<file path="src/rtl/axi_aw_w_arbiter_pkg.sv">
// axi_arb_pkg: shared types and round-robin helper for the AW/W write-path arbiter
package axi_arb_pkg;
  localparam int MAX_PORTS = 32;
  localparam int MAX_IDX_W = $clog2(MAX_PORTS);
  typedef enum logic {IDLE, LOCKED} arb_state_e;
  typedef logic [MAX_IDX_W-1:0] idx_t;
  function automatic int rr_first(input logic [MAX_PORTS-1:0] req, input idx_t ptr, input int n);
    int sel;
    logic hit;
    sel = int'(ptr);
    hit = 1'b0;
    for (int i = 0; i < MAX_PORTS; i++) begin
      int j;
      j = (int'(ptr) + i) % n;
      if (!hit && i < n && req[j]) begin
        sel = j;
        hit = 1'b1;
      end
    end
    return sel;
  endfunction
endpackage

</file>
<file path="src/rtl/axi_aw_w_arbiter_if.sv">
// axi_aw_w_arbiter_if: upstream AW/W ports and downstream AW/W port of the arbiter
//   slave modport: the arbiter's view; master modport: the surrounding fabric's view
interface axi_aw_w_arbiter_if #(
  parameter int NUM_SLV = 4,
  parameter int ID_W    = 4,
  parameter int AW_W    = 64,
  parameter int W_W     = 73,
  parameter int IDX_W   = $clog2(NUM_SLV)
);
  logic [NUM_SLV-1:0]           slv_aw_valid_i, slv_aw_ready_o;
  logic [NUM_SLV-1:0][ID_W-1:0] slv_aw_id_i;
  logic [NUM_SLV-1:0][3:0]      slv_aw_qos_i;
  logic [NUM_SLV-1:0][AW_W-1:0] slv_aw_chan_i;
  logic [NUM_SLV-1:0]           slv_w_valid_i, slv_w_ready_o, slv_w_last_i;
  logic [NUM_SLV-1:0][W_W-1:0]  slv_w_chan_i;
  logic                         mst_aw_valid_o, mst_aw_ready_i;
  logic [IDX_W+ID_W-1:0]        mst_aw_id_o;
  logic [3:0]                   mst_aw_qos_o;
  logic [AW_W-1:0]              mst_aw_chan_o;
  logic                         mst_w_valid_o, mst_w_ready_i, mst_w_last_o;
  logic [W_W-1:0]               mst_w_chan_o;
  modport slave (
    input  slv_aw_valid_i, slv_aw_id_i, slv_aw_qos_i, slv_aw_chan_i,
    input  slv_w_valid_i, slv_w_last_i, slv_w_chan_i, mst_aw_ready_i, mst_w_ready_i,
    output slv_aw_ready_o, slv_w_ready_o, mst_aw_valid_o, mst_aw_id_o, mst_aw_qos_o,
    output mst_aw_chan_o, mst_w_valid_o, mst_w_last_o, mst_w_chan_o
  );
  modport master (
    output slv_aw_valid_i, slv_aw_id_i, slv_aw_qos_i, slv_aw_chan_i,
    output slv_w_valid_i, slv_w_last_i, slv_w_chan_i, mst_aw_ready_i, mst_w_ready_i,
    input  slv_aw_ready_o, slv_w_ready_o, mst_aw_valid_o, mst_aw_id_o, mst_aw_qos_o,
    input  mst_aw_chan_o, mst_w_valid_o, mst_w_last_o, mst_w_chan_o
  );
endinterface

</file>
<file path="src/rtl/axi_aw_w_arbiter_ord_fifo.sv">
// axi_arb_ord_fifo: AW grant order FIFO (push idx on AW handshake, pop on WLAST)
//   clk_i/rst_ni clock and sync active-low reset; push_i/data_i write; pop_i/data_o head;
//   full_o/empty_o flags
module axi_arb_ord_fifo #(
  parameter int DEPTH = 4,
  parameter int WIDTH = 2
) (
  input  logic             clk_i,
  input  logic             rst_ni,
  input  logic             push_i,
  input  logic [WIDTH-1:0] data_i,
  input  logic             pop_i,
  output logic [WIDTH-1:0] data_o,
  output logic             full_o,
  output logic             empty_o
);
  localparam int PW = $clog2(DEPTH);
  logic [WIDTH-1:0] mem_q [DEPTH];
  logic [PW:0] wr_q, rd_q;
  assign empty_o = wr_q == rd_q;
  assign full_o  = wr_q == {~rd_q[PW], rd_q[PW-1:0]};
  assign data_o  = mem_q[rd_q[PW-1:0]];
  always_ff @(posedge clk_i) begin
    if (!rst_ni) begin
      wr_q <= '0;
      rd_q <= '0;
    end else begin
      if (push_i && !full_o) begin
        mem_q[wr_q[PW-1:0]] <= data_i;
        wr_q <= wr_q + 1'b1;
      end
      if (pop_i && !empty_o) rd_q <= rd_q + 1'b1;
    end
  end
endmodule

</file>
<file path="src/rtl/axi_aw_w_arbiter.sv">
// axi_aw_w_arbiter: merges NUM_SLV upstream AW/W channels onto one downstream port
//   clk_i/rst_ni clock and sync active-low reset; bus: AW/W handshakes and payloads
//   (axi_aw_w_arbiter_if.slave); ord_full_o order FIFO full status.
//   AXI_AW_QOS_ARB_EN: restrict idle arbitration to the highest-QoS requesters.
module axi_aw_w_arbiter
  import axi_arb_pkg::*;
#(
  parameter int NUM_SLV   = 4,
  parameter int ID_W      = 4,
  parameter int AW_W      = 64,
  parameter int W_W       = 73,
  parameter int ORD_DEPTH = 4,
  parameter int IDX_W     = $clog2(NUM_SLV)
) (
  input  logic              clk_i,
  input  logic              rst_ni,
  axi_aw_w_arbiter_if.slave bus,
  output logic              ord_full_o
);
  arb_state_e state_q, state_d;
  logic [IDX_W-1:0] rr_ptr_q, rr_ptr_d, gnt_q, gnt_d, gnt, head;
  logic [NUM_SLV-1:0] elig;
  logic ord_empty, aw_hs, w_pop;
`ifdef AXI_AW_QOS_ARB_EN
  logic [3:0] max_qos;
  always_comb begin
    max_qos = '0;
    elig = '0;
    for (int i = 0; i < NUM_SLV; i++)
      max_qos = (bus.slv_aw_valid_i[i] && bus.slv_aw_qos_i[i] > max_qos) ? bus.slv_aw_qos_i[i] : max_qos;
    for (int i = 0; i < NUM_SLV; i++)
      elig[i] = bus.slv_aw_valid_i[i] && bus.slv_aw_qos_i[i] == max_qos;
  end
`else
  assign elig = bus.slv_aw_valid_i;
`endif
  // while locked the grant is frozen so the presented AW stays stable until accepted
  assign gnt = state_q == LOCKED ? gnt_q
             : IDX_W'(rr_first(MAX_PORTS'(elig), idx_t'(rr_ptr_q), NUM_SLV));
  assign bus.mst_aw_valid_o = !ord_full_o && (state_q == LOCKED ? bus.slv_aw_valid_i[gnt_q] : |elig);
  assign bus.mst_aw_id_o    = {gnt, bus.slv_aw_id_i[gnt]};
  assign bus.mst_aw_qos_o   = bus.slv_aw_qos_i[gnt];
  assign bus.mst_aw_chan_o  = bus.slv_aw_chan_i[gnt];
  assign aw_hs = bus.mst_aw_valid_o && bus.mst_aw_ready_i;
  always_comb begin
    bus.slv_aw_ready_o = '0;
    bus.slv_aw_ready_o[gnt] = bus.mst_aw_valid_o && bus.mst_aw_ready_i;
  end
  always_comb begin
    state_d  = aw_hs ? IDLE : bus.mst_aw_valid_o ? LOCKED : state_q;
    gnt_d    = (!aw_hs && bus.mst_aw_valid_o) ? gnt : gnt_q;
    rr_ptr_d = !aw_hs ? rr_ptr_q : gnt == IDX_W'(NUM_SLV - 1) ? '0 : gnt + 1'b1;
  end
  always_ff @(posedge clk_i) begin
    if (!rst_ni) begin
      state_q  <= IDLE;
      rr_ptr_q <= '0;
      gnt_q    <= '0;
    end else begin
      state_q  <= state_d;
      rr_ptr_q <= rr_ptr_d;
      gnt_q    <= gnt_d;
    end
  end
  // W beats carry no ID: only the port at the head of the grant order may talk
  assign bus.mst_w_valid_o = !ord_empty && bus.slv_w_valid_i[head];
  assign bus.mst_w_last_o  = bus.slv_w_last_i[head];
  assign bus.mst_w_chan_o  = bus.slv_w_chan_i[head];
  assign w_pop = bus.mst_w_valid_o && bus.mst_w_ready_i && bus.mst_w_last_o;
  always_comb begin
    bus.slv_w_ready_o = '0;
    bus.slv_w_ready_o[head] = !ord_empty && bus.mst_w_ready_i;
  end
  axi_arb_ord_fifo #(.DEPTH(ORD_DEPTH), .WIDTH(IDX_W)) u_ord (
    .clk_i   (clk_i),
    .rst_ni  (rst_ni),
    .push_i  (aw_hs),
    .data_i  (gnt),
    .pop_i   (w_pop),
    .data_o  (head),
    .full_o  (ord_full_o),
    .empty_o (ord_empty)
  );
endmodule
</file>
<file path="src/flat_wrapper.sv">
// flat-port wrapper written by rule: the top's interface ports become plain ports
module axi_aw_w_arbiter_flat import axi_arb_pkg::*;
#(
  parameter int NUM_SLV   = 4,
  parameter int ID_W      = 4,
  parameter int AW_W      = 64,
  parameter int W_W       = 73,
  parameter int ORD_DEPTH = 4,
  parameter int IDX_W     = $clog2(NUM_SLV)
)
  (clk_i, rst_ni, ord_full_o, bus_slv_aw_valid_i, bus_slv_aw_id_i, bus_slv_aw_qos_i, bus_slv_aw_chan_i, bus_slv_w_valid_i, bus_slv_w_last_i, bus_slv_w_chan_i, bus_mst_aw_ready_i, bus_mst_w_ready_i, bus_slv_aw_ready_o, bus_slv_w_ready_o, bus_mst_aw_valid_o, bus_mst_aw_id_o, bus_mst_aw_qos_o, bus_mst_aw_chan_o, bus_mst_w_valid_o, bus_mst_w_last_o, bus_mst_w_chan_o);
  axi_aw_w_arbiter_if #(.NUM_SLV(NUM_SLV), .ID_W(ID_W), .AW_W(AW_W), .W_W(W_W), .IDX_W(IDX_W)) bus_i ();
  input  logic clk_i;
  input  logic rst_ni;
  output logic ord_full_o;
  input wire logic [$bits(bus_i.slv_aw_valid_i)-1:0] bus_slv_aw_valid_i;
  input wire logic [$bits(bus_i.slv_aw_id_i)-1:0] bus_slv_aw_id_i;
  input wire logic [$bits(bus_i.slv_aw_qos_i)-1:0] bus_slv_aw_qos_i;
  input wire logic [$bits(bus_i.slv_aw_chan_i)-1:0] bus_slv_aw_chan_i;
  input wire logic [$bits(bus_i.slv_w_valid_i)-1:0] bus_slv_w_valid_i;
  input wire logic [$bits(bus_i.slv_w_last_i)-1:0] bus_slv_w_last_i;
  input wire logic [$bits(bus_i.slv_w_chan_i)-1:0] bus_slv_w_chan_i;
  input wire logic [$bits(bus_i.mst_aw_ready_i)-1:0] bus_mst_aw_ready_i;
  input wire logic [$bits(bus_i.mst_w_ready_i)-1:0] bus_mst_w_ready_i;
  output wire logic [$bits(bus_i.slv_aw_ready_o)-1:0] bus_slv_aw_ready_o;
  output wire logic [$bits(bus_i.slv_w_ready_o)-1:0] bus_slv_w_ready_o;
  output wire logic [$bits(bus_i.mst_aw_valid_o)-1:0] bus_mst_aw_valid_o;
  output wire logic [$bits(bus_i.mst_aw_id_o)-1:0] bus_mst_aw_id_o;
  output wire logic [$bits(bus_i.mst_aw_qos_o)-1:0] bus_mst_aw_qos_o;
  output wire logic [$bits(bus_i.mst_aw_chan_o)-1:0] bus_mst_aw_chan_o;
  output wire logic [$bits(bus_i.mst_w_valid_o)-1:0] bus_mst_w_valid_o;
  output wire logic [$bits(bus_i.mst_w_last_o)-1:0] bus_mst_w_last_o;
  output wire logic [$bits(bus_i.mst_w_chan_o)-1:0] bus_mst_w_chan_o;
  assign bus_i.slv_aw_valid_i = bus_slv_aw_valid_i;
  assign bus_i.slv_aw_id_i = bus_slv_aw_id_i;
  assign bus_i.slv_aw_qos_i = bus_slv_aw_qos_i;
  assign bus_i.slv_aw_chan_i = bus_slv_aw_chan_i;
  assign bus_i.slv_w_valid_i = bus_slv_w_valid_i;
  assign bus_i.slv_w_last_i = bus_slv_w_last_i;
  assign bus_i.slv_w_chan_i = bus_slv_w_chan_i;
  assign bus_i.mst_aw_ready_i = bus_mst_aw_ready_i;
  assign bus_i.mst_w_ready_i = bus_mst_w_ready_i;
  assign bus_slv_aw_ready_o = bus_i.slv_aw_ready_o;
  assign bus_slv_w_ready_o = bus_i.slv_w_ready_o;
  assign bus_mst_aw_valid_o = bus_i.mst_aw_valid_o;
  assign bus_mst_aw_id_o = bus_i.mst_aw_id_o;
  assign bus_mst_aw_qos_o = bus_i.mst_aw_qos_o;
  assign bus_mst_aw_chan_o = bus_i.mst_aw_chan_o;
  assign bus_mst_w_valid_o = bus_i.mst_w_valid_o;
  assign bus_mst_w_last_o = bus_i.mst_w_last_o;
  assign bus_mst_w_chan_o = bus_i.mst_w_chan_o;
  axi_aw_w_arbiter #(.NUM_SLV(NUM_SLV), .ID_W(ID_W), .AW_W(AW_W), .W_W(W_W), .ORD_DEPTH(ORD_DEPTH), .IDX_W(IDX_W)) u_core (.clk_i(clk_i), .rst_ni(rst_ni), .bus(bus_i), .ord_full_o(ord_full_o));
endmodule
</file>
<file path="config.mk">
export PLATFORM = sky130hd
export DESIGN_NAME = axi_aw_w_arbiter_flat
export DESIGN_NICKNAME = d
export VERILOG_FILES = /design/src/rtl/axi_aw_w_arbiter_pkg.sv /design/src/rtl/axi_aw_w_arbiter_if.sv /design/src/rtl/axi_aw_w_arbiter_ord_fifo.sv /design/src/rtl/axi_aw_w_arbiter.sv /design/src/flat_wrapper.sv
export SDC_FILE = /design/constraint.sdc
export NUM_CORES = 1
export LEC_CHECK = 0
export BUFFER_PORTS_ARGS = -buffer_cell sky130_fd_sc_hd__buf_2
export CAP_MARGIN = 25
export CORE_AREA = 2 2 291 293
export CTS_CLUSTER_DIAMETER = 100
export DETAILED_ROUTE_END_ITERATION = 10
export DIE_AREA = 0 0 293 295
export GPL_ROUTABILITY_DRIVEN = 0
export GPL_TIMING_DRIVEN = 0
export PLACE_DENSITY = 0.35
export SLEW_MARGIN = 15
export SYNTH_ARGS = -nofsm -noshare
export SYNTH_HDL_FRONTEND = slang
export SYNTH_SLANG_ARGS = --single-unit
</file>
<file path="constraint.sdc">
create_clock -name clk_i -period 3.5 [get_ports clk_i]
set_input_delay 0.525 -clock clk_i [delete_from_list [all_inputs] [get_ports clk_i]]
set_output_delay 0.525 -clock clk_i [all_outputs]
set_load 0.02 [all_outputs]
</file>
==> run_results.csv, run 1 <==
group,metric,value,unit
status,status,"complete, no violations",
cells_and_area,postLayoutCoreUtil,12.7,%
detailed_routing,wire_per_inst,24.6,um
global_routing,grt_use_met2,24.0,%
cells_and_area,fillers,9643,
setup_path,critPathSlowestCell,"buf_2",
clock_network,clock_latency,0.25,ns
place,io_buffers,754,
timing,slew_headroom,44.6,%
global_routing,antenna_found_initial,55,
yosys,ys_top_cells_by_count,"mux2i_1 (221), mux4_2 (79), buf_2 (25)",
floorplan,dieWidth,293,um
global_routing,met3_usage,2.13,%
setup_path,crit_type,"input pin to output port",
global_routing,grt_pass1_vias,8277,
yosys,synthTopCellsByArea,"mux2i_1 (42%), mux4_2 (34%), dfxtp_1 (4.9%), edfxtp_1 (4.5%), buf_2 (2.4%)",
cells_and_area,area_delta_synth_final,99.6,%
setup_path,cp_top_family,"buffers and inverters",
yosys,postSynthAreaPerCell,11.7,sq um
yosys,synth_edf_count,8,
timing,fmax,294,MHz
yosys,syn_area,5300,sq um
setup_path,cp-start-kind,"input pin",
setup_path,cp_num_buf_inv,4,
detailed_routing,detail-route-antenna-nets,0,
setup_path,path_max_fanout,10,
timing,fin_crit_sh,97.0,%
timing,setup_viol_count_final,0,
global_routing,grt_pass1_wl,71900,um
setup_path,cp.required,2.97,ns
yosys,synth_nets,1055,
global_routing,grt_max_degree,15,
yosys,yosysSeqAreaShare,9.45,%
place,placedInstanceArea,10400,sq um
setup_path,endpoint_kind,"output port",
clock_network,clkTransAtPathRegs,0.06,ns
global_routing,overflow,0,
yosys,ys_async_sr_fraction,0,%
yosys,synth.distinct_cells,37,
global_routing,grt_busiest_layer,"met2",
setup_path,crit_top_cell,"buf_2",
detailed_routing,drt_iter0_markers,272,
yosys,ys_warn_count,0,
place,place.detailed.instances,2288,
cells_and_area,nets,1814,
worst_hold_path,hp-class,"flop to flop",
clock_network,cts_max_level,1,
clock_network,root_buffer,"clkbuf_16",
floorplan,initial_core_util,6.37,%
yosys,yosys.area.top_type,"mux2i_1",
yosys,synth_ff_type,"dfxtp_1",
yosys,yosysMostFrequentCell,"mux2i_1",
setup_path,slowest_delay,0.43,ns
floorplan,fp.dieArea,86400,sq um
detailed_routing,viasPerCell,3.34,
setup_path,crit_chain,"buf_2 > nor2b_1 > o21ba_2 > o41ai_1 > buf_2 > buf_2 > mux2i_1 > mux2i_1 > buf_2",
floorplan,io_pins,755,
floorplan,fp.coreArea,83200,sq um
detailed_routing,vias,7704,
job,cap_violations,0,
timing,min_period,3.40,ns
cells_and_area,multi_input_area,4530,sq um
clock_network,clock-sinks,21,
cells_and_area,fin_area,10600,sq um
power,power_density,297,nW/um^2
timing,skew,0.00507,ns
detailed_routing,wirelength,56800,um
clock_network,cts_tree,"built",
power,p_leak,5.08,nW
yosys,ys_ff_latch,21,
timing,rsz0062_at_grt,"false",
cells_and_area,final_cells,2309,
global_routing,gr-usage-all-layers,12.3,%
yosys,netlist_instances,454,
setup_path,cp.arrival,2.87,ns
floorplan,dieHeight,295,um
cells_and_area,layout-drive-gt1-share,72.9,%
cells_and_area,ff_latch_area,500,sq um
yosys,yosysTopAreaCellShare,41.8,%
detailed_routing,drc,0,
timing,tightest_slew,0.828,ns
clock_network,numCtsBuffers,3,
floorplan,row_count,106,
timing,drv_slew,0,
place,dp_hpwl,53400,um
global_routing,use_met1,13.6,%
timing,finalHoldViolCount,0,
clock_network,cts_buffer_depth,2,
power,ir_worst_vdd,0.000150,V
detailed_routing,drt_pass1_iterations,5,
## cell type report
cell class                      instances  share of cell area (%)
Multi-Input combinational cell        383                    42.9
Clock buffer                            3                   0.710
Clock inverter                          1                  0.0473
Inverter                                4                   0.142
Timing Repair Buffer                  754                    35.7
Antenna cell                           17                   0.402
Buffer                                 46                    2.57
Sequential cell                        21                    4.73
Tap cell                             1080                    12.8
## what timing repair did
item	in CTS	in global routing
resized for setup	2	5
setup endpoints to repair	23	10
buffers inserted	0	0
hold buffers	0	0
hold endpoints to repair	0	0
## worst register-to-register path, cell delays in order, from the launching register on
cell	delay, ns
dfxtp_1	0.42
xor2_1	0.30
nor3_1	0.19
nor3b_1	0.73
buf_2	0.33
and3_1	0.25
## placed cells by master, fill, tap and decap left out, types with 2 or more instances in the layout
cell type,netlist,routed
clkbuf_4,0,3
nand2_1,15,15
and2_1,3,3
o21ai_0,4,4
ha_1,5,5
edfxtp_1,8,8
nand2b_1,5,5
dfxtp_1,13,13
diode_2,0,17
mux4_2,79,79
o21a_1,2,2
nor3_1,7,7
buf_4,12,13
buf_2,25,774
and3_1,6,6
clkbuf_16,0,3
xor2_1,4,4
buf_6,1,2
xnor2_1,3,3
nor2_1,6,6
nor2b_1,6,6
clkbuf_1,8,7
inv_1,3,3
mux2i_1,221,221
o31ai_2,0,2
nand3_1,2,2
## path summary, 6_finish.rpt
kind	startpoint	endpoint	slack, ns	cells past startpoint
worst max register to register	u_core.u_ord.wr_q[1]	u_core.u_ord.mem_q[0][1]	0.98	5
worst min-delay path	u_core.u_ord.wr_q[2]	u_core.u_ord.wr_q[2]	0.51	2
worst min register to register	u_core.u_ord.wr_q[2]	u_core.u_ord.wr_q[2]	0.51	2
worst max-delay path	bus_slv_aw_valid_i[0]	bus_mst_aw_chan_o[2]	0.10	9
## cell families (layout without fill, tap and decap cells)
| logic type | Yosys count | after routing | synth area share [%] |
|---|---|---|---|
| fa+ha+maj | 5 | 5 | 1.18 |
| buf+inv | 50 | 808 | 5.13 |
| mux | 301 | 301 | 75.6 |
| xor+xnor | 7 | 7 | 1.16 |
| flops | 21 | 21 | 9.45 |
| other cells | 0 | 17 | 0 |
| compound gates | 15 | 15 | 2.03 |
| simple gates | 55 | 55 | 5.48 |
## where the power goes
part,switching (mW),internal [mW]
Sequential,0.0161,0.273
Clock,0.0806,0.153
Combinational,1.52,1.10
Total,1.62,1.52
## metal layers
metal  part of all wire, %  up-vias
met5                 0.055        -
met4                   3.4        4
met3                   7.0      115
met2                    53      598
met1                    37     3606
li1                      -     3381
## registers in the layout, summed over array words and instances (netlist names), named ones only
signal and cells:
u_core.gnt_q 2, u_core.u_ord.wr_q 3, u_core.u_ord.mem_q 8, u_core.state_q 1, u_core.rr_ptr_q 2, u_core.u_ord.rd_q 3
## through the flow
stage                     power, mW  setup TNS, ns  hold slack [ns]  worst slack (ns)
after floorplan                1.80              0            0.466             0.763
after global placement         2.96          -1.05            0.496            -0.139
after detailed placement       2.97          -1.71            0.505            -0.185
after CTS                      3.21              0            0.514          0.000308
after global routing           3.35              0            0.540            0.0108
final                          3.14              0            0.513             0.104
Note: power is estimated with default switching activity, not from simulation.
==> inputs of run 2 (changes only) <==
--- a/config.mk
+++ b/config.mk
@@ -8,6 +8,7 @@
 export BUFFER_PORTS_ARGS = -buffer_cell sky130_fd_sc_hd__buf_2
 export CAP_MARGIN = 25
 export CORE_AREA = 2 2 291 293
+export CTS_BUF_LIST = sky130_fd_sc_hd__clkbuf_2 sky130_fd_sc_hd__clkbuf_4 sky130_fd_sc_hd__clkbuf_8
 export CTS_CLUSTER_DIAMETER = 100
 export DETAILED_ROUTE_END_ITERATION = 10
 export DIE_AREA = 0 0 293 295
==> run_results.csv, run 2 (synthesis gave the netlist of run 1 again) <==
group,metric,value,unit
global_routing,gr-usage-all-layers,12.3,%
timing,finalHoldViolCount,0,
timing,slew_headroom,44.8,%
timing,fin_crit_sh,96.3,%
clock_network,numCtsBuffers,3,
power,p_switching,1.61,mW
detailed_routing,wire_per_inst,24.6,um
cells_and_area,postLayoutCoreUtil,12.7,%
power,p_leak,5.07,nW
clock_network,root_buffer,"clkbuf_8",
clock_network,postCtsSetupBuffers,0,
cells_and_area,area_delta_synth_final,99.0,%
power,p_int,1.45,mW
cells_and_area,largest_reg_flops,8,
cells_and_area,layout-drive-gt1-share,72.9,%
cells_and_area,layout_common_cells,"buf_2 (774), mux2i_1 (221), mux4_2 (79)",
clock_network,cts_max_level,1,
floorplan,dieHeight,295,um
timing,skew,0.00857,ns
cells_and_area,final_common_cell,"buf_2",
timing,min_period,3.37,ns
global_routing,overflow,0,
setup_path,crit_chain,"buf_2 > nor2b_1 > o21ba_2 > o41ai_1 > buf_2 > buf_2 > mux2i_1 > mux2i_1 > buf_2",
power,sw_frac_of_total,52.6,%
cells_and_area,fillers,9646,
cells_and_area,multi_input_area,4530,sq um
clock_network,clock_latency,0.26,ns
floorplan,fp.dieArea,86400,sq um
floorplan,dieWidth,293,um
place,dp_hpwl,53400,um
detailed_routing,detail-route-antenna-nets,0,
detailed_routing,drc,0,
cells_and_area,nets,1814,
clock_network,cts_hold_buf,0,
setup_path,slowest_delay,0.43,ns
timing,fmax,297,MHz
power,ir_worst_vdd,0.000151,V
setup_path,crit_type,"input pin to output port",
cells_and_area,ff_latch_area,500,sq um
global_routing,grt_max_degree,15,
setup_path,crit_top_cell,"buf_2",
timing,rsz0062_at_grt,"false",
status,status,"complete, no violations",
setup_path,cp-start-kind,"input pin",
clock_network,cts_buffer_depth,2,
global_routing,grt_pass1_vias,8285,
detailed_routing,viasPerCell,3.35,
timing,drv_slew,0,
timing,fin_setup_tns,0,ns
floorplan,fp.coreArea,83200,sq um
global_routing,antenna_found_initial,56,
floorplan,io_pins,755,
detailed_routing,drt_iter0_markers,260,
worst_hold_path,hp-class,"flop to flop",
timing,tightest_slew,0.826,ns
setup_path,cp.required,2.97,ns
job,cap_violations,0,
place,io_buffers,754,
power,power_density,290,nW/um^2
setup_path,critPathSlowestCell,"buf_2",
setup_path,cp.arrival,2.85,ns
global_routing,grt_pass1_wl,71900,um
timing,holdWs,0.514,ns
detailed_routing,wirelength,56800,um
clock_network,cts_tree,"built",
setup_path,endpoint_kind,"output port",
timing,setup_viol_count_final,0,
power,seq_power_share,9.4,%
detailed_routing,vias,7734,
clock_network,clkTransAtPathRegs,0.08,ns
power,pwr-share-comb,85.6,%
floorplan,row_count,106,
detailed_routing,drt_pass1_iterations,4,
power,total_power,3.06,mW
power,power_frac_clock,5.0,%
setup_path,path_max_fanout,10,
clock_network,clock-sinks,21,
floorplan,initial_core_util,6.37,%
## run 2: changes by cell type in the layout (fill, tap and decap cells not counted)
cell	previous run	this run
clkbuf_16	3	0
clkbuf_8	0	3
## run 2: path summary, 6_finish.rpt
kind	start	to	slack, ns	cells after the start
max	bus_slv_aw_valid_i[0]	bus_mst_aw_chan_o[2]	0.13	9
max reg2reg	u_core.u_ord.wr_q[1]	u_core.u_ord.mem_q[3][1]	0.98	5
min	u_core.gnt_q[0]	u_core.gnt_q[0]	0.51	2
min reg2reg	u_core.gnt_q[0]	u_core.gnt_q[0]	0.51	2
## run 2: cell type report
cell class | count | share of cell area (%)
Clock inverter | 1 | 0.0475
Sequential cell | 21 | 4.75
Buffer | 46 | 2.58
Antenna cell | 17 | 0.404
Timing Repair Buffer | 754 | 35.8
Multi-Input combinational cell | 383 | 43.0
Tap cell | 1080 | 12.8
Inverter | 4 | 0.142
Clock buffer | 3 | 0.392
## run 2: critical path: cells and delay by family
| kind | cells | cell delay [ns] |
|---|---|---|
| multiplexers | 2 | 0.60 |
| AO/OA/AOI/OAI | 2 | 0.50 |
| AND/OR/NAND/NOR | 1 | 0.14 |
| buffers and inverters | 4 | 1.06 |
## run 2: metal layers
metal	track usage [%]	share of wire (%)	wire length, um	vias to the layer above
li1	-	-	-	3381
met1	13.6	37	20900	3627
met2	24.1	52	29700	601
met3	2.10	7.1	4060	121
met4	3.36	3.7	2110	4
met5	0	0.055	31	-
## run 2: power by group through the flow
stage / sequential [mW] / clock, mW / combinational, mW
2_1_floorplan: 0.289 / 0 / 1.51
3_3_place_gp: 0.294 / 0 / 2.67
3_5_place_dp: 0.294 / 0 / 2.67
4_1_cts: 0.289 / 0.160 / 2.68
5_1_grt: 0.291 / 0.173 / 2.80
6_report: 0.289 / 0.152 / 2.62
## run 2: what timing repair did
item,CTS,global route
cloned,0,0
resized for setup,2,5
pin swaps,0,0
setup endpoints to repair,23,10
## run 2: stage by stage
| stage | cells | setup slack, ns | area [sq um] |
|---|---|---|---|
| detailed placement | 2288 | -0.185 | 10400 |
| global placement | 2288 | -0.139 | 10400 |
| floorplan | 454 | 0.763 | 5300 |
| finish | 2309 | 0.128 | 10500 |
| CTS | 2292 | 0.000307 | 10500 |
| global route | 2301 | 0.0108 | 10500 |
==> inputs of run 3 (changes only) <==
--- a/config.mk
+++ b/config.mk
@@ -14,6 +14,7 @@
 export DIE_AREA = 0 0 293 295
 export GPL_ROUTABILITY_DRIVEN = 0
 export GPL_TIMING_DRIVEN = 0
+export MAX_ROUTING_LAYER = met4
 export PLACE_DENSITY = 0.35
 export SLEW_MARGIN = 15
 export SYNTH_ARGS = -nofsm -noshare
==> run_results.csv, run 3 (synthesis gave the netlist of run 1 again) <==
group,metric,value,unit
timing,fin_setup_tns,0,ns
clock_network,cts_hold_buf,0,
setup_path,rr_worst_depth,5,
power,ir_worst_vdd,0.000151,V
floorplan,dieHeight,295,um
cells_and_area,largest_reg_flops,8,
clock_network,cts_buffer_depth,2,
status,status,"complete, no violations",
setup_path,rrSetupSlack,0.98,ns
job,cap_violations,0,
timing,holdWs,0.510,ns
detailed_routing,wirelength,56800,um
cells_and_area,area_delta_synth_final,99.0,%
setup_path,setup.worst_path.start,"bus_slv_aw_valid_i[0]",
detailed_routing,viasPerCell,3.36,
timing,fin_crit_sh,96.8,%
global_routing,grt_pass1_vias,8315,
clock_network,cts_max_level,1,
setup_path,worstReg2RegStart,"u_core.u_ord.wr_q[1]",
power,seq_power_share,9.4,%
detailed_routing,drc,0,
clock_network,clock-sinks,21,
cells_and_area,postLayoutCoreUtil,12.7,%
floorplan,initial_core_util,6.37,%
clock_network,root_buffer,"clkbuf_8",
detailed_routing,drt_iter0_markers,227,
global_routing,antenna_found_initial,57,
setup_path,reg2reg_to,"u_core.u_ord.mem_q[3][1]",
floorplan,dieWidth,293,um
clock_network,clock_latency,0.26,ns
detailed_routing,wire_per_inst,24.6,um
global_routing,grt_max_degree,15,
clock_network,clkTransAtPathRegs,0.07,ns
timing,tightest_slew,0.830,ns
detailed_routing,drt_pass1_iterations,4,
setup_path,cp.required,2.97,ns
worst_hold_path,hp-class,"flop to flop",
floorplan,fp.coreArea,83200,sq um
setup_path,cp-start-kind,"input pin",
power,p_leak,5.07,nW
global_routing,gr-usage-all-layers,12.7,%
setup_path,endpoint_kind,"output port",
clock_network,numCtsBuffers,3,
timing,rsz0062_at_grt,"false",
cells_and_area,final_common_cell,"buf_2",
floorplan,row_count,106,
timing,drv_slew,0,
floorplan,io_pins,755,
place,dp_hpwl,53400,um
power,p_switching,1.61,mW
timing,skew,0.00680,ns
setup_path,cp.arrival,2.86,ns
timing,finalHoldViolCount,0,
place,io_buffers,754,
detailed_routing,detail-route-antenna-nets,0,
power,total_power,3.06,mW
global_routing,overflow,0,
power,p_int,1.45,mW
cells_and_area,layout-drive-gt1-share,72.9,%
detailed_routing,vias,7768,
floorplan,fp.dieArea,86400,sq um
power,power_density,290,nW/um^2
global_routing,grt_pass1_wl,71900,um
timing,fmax,295,MHz
timing,slew_headroom,44.6,%
timing,min_period,3.39,ns
power,pwr-share-comb,85.6,%
cells_and_area,nets,1814,
power,power_frac_clock,4.9,%
power,sw_frac_of_total,52.6,%
setup_path,path_max_fanout,10,
clock_network,cts_tree,"built",
setup_path,crit_type,"input pin to output port",
timing,setup_viol_count_final,0,
cells_and_area,layout_common_cells,"buf_2 (774), mux2i_1 (221), mux4_2 (79)",
setup_path,crit_end,"bus_mst_aw_chan_o[2]",
[run 3: cell type report]
| cell class | instances | area [sq um] |
|---|---|---|
| fill | 9646 | 72600 |
| tap | 1080 | 1350 |
| inverter | 4 | 15.0 |
| buffer | 46 | 272 |
| clock buffer | 3 | 41.3 |
| multi-input combinational | 383 | 4530 |
| clock inverter | 1 | 5.00 |
| timing repair buffer | 754 | 3780 |
| sequential | 21 | 500 |
| antenna | 18 | 45.0 |
[run 3: worst max-delay path: stages]
cell     delay, ns
buf_2         0.13
nor2b_1       0.14
o21ba_2       0.21
o41ai_1       0.29
buf_2         0.25
buf_2         0.43
mux2i_1       0.21
mux2i_1       0.40
buf_2         0.25
[run 3: worst min-delay path by stage]
| stage | end | cells past startpoint | start | slack (ns) |
|---|---|---|---|---|
| after floorplan | u_core.gnt_q[0] | 2 | u_core.gnt_q[0] | 0.47 |
| after global placement | u_core.gnt_q[0] | 2 | u_core.gnt_q[0] | 0.50 |
| after detailed placement | u_core.gnt_q[0] | 2 | u_core.gnt_q[0] | 0.51 |
| after CTS | u_core.gnt_q[0] | 2 | u_core.gnt_q[0] | 0.52 |
| after global routing | u_core.gnt_q[0] | 2 | u_core.gnt_q[0] | 0.54 |
| final | u_core.gnt_q[0] | 2 | u_core.gnt_q[0] | 0.51 |
[run 3: what timing repair did]
action | 4_1_cts | 5_1_grt
gates cloned | 0 | 0
pin swaps | 0 | 0
endpoints found under the hold margin | 0 | 0
resized for setup | 2 | 5
endpoints found under the setup margin | 23 | 10
buffers inserted | 0 | 0
[run 3: routing by layer]
| metal | vias up | wire length (um) | global-route usage, % |
|---|---|---|---|
| met5 | - | 0 | - |
| met4 | 0 | 1970 | 3.53 |
| met3 | 119 | 4080 | 2.06 |
| met2 | 621 | 29800 | 24.0 |
| met1 | 3645 | 20900 | 13.6 |
| li1 | 3383 | - | - |
[run 3: power by group through the flow]
stage / clock [mW] / sequential [mW] / combinational, mW
after global routing: 0.173 / 0.291 / 2.80
after floorplan: 0 / 0.289 / 1.51
final: 0.150 / 0.289 / 2.62
after detailed placement: 0 / 0.294 / 2.67
after CTS: 0.160 / 0.289 / 2.68
after global placement: 0 / 0.294 / 2.67
[run 3: stage by stage]
| step | setup WS [ns] | area, sq um | std cells |
|---|---|---|---|
| finish | 0.114 | 10500 | 2310 |
| global route | 0.0124 | 10500 | 2304 |
| CTS | 0.000307 | 10500 | 2292 |
| global placement | -0.139 | 10400 | 2288 |
| floorplan | 0.763 | 5300 | 454 |
| detailed placement | -0.185 | 10400 | 2288 |
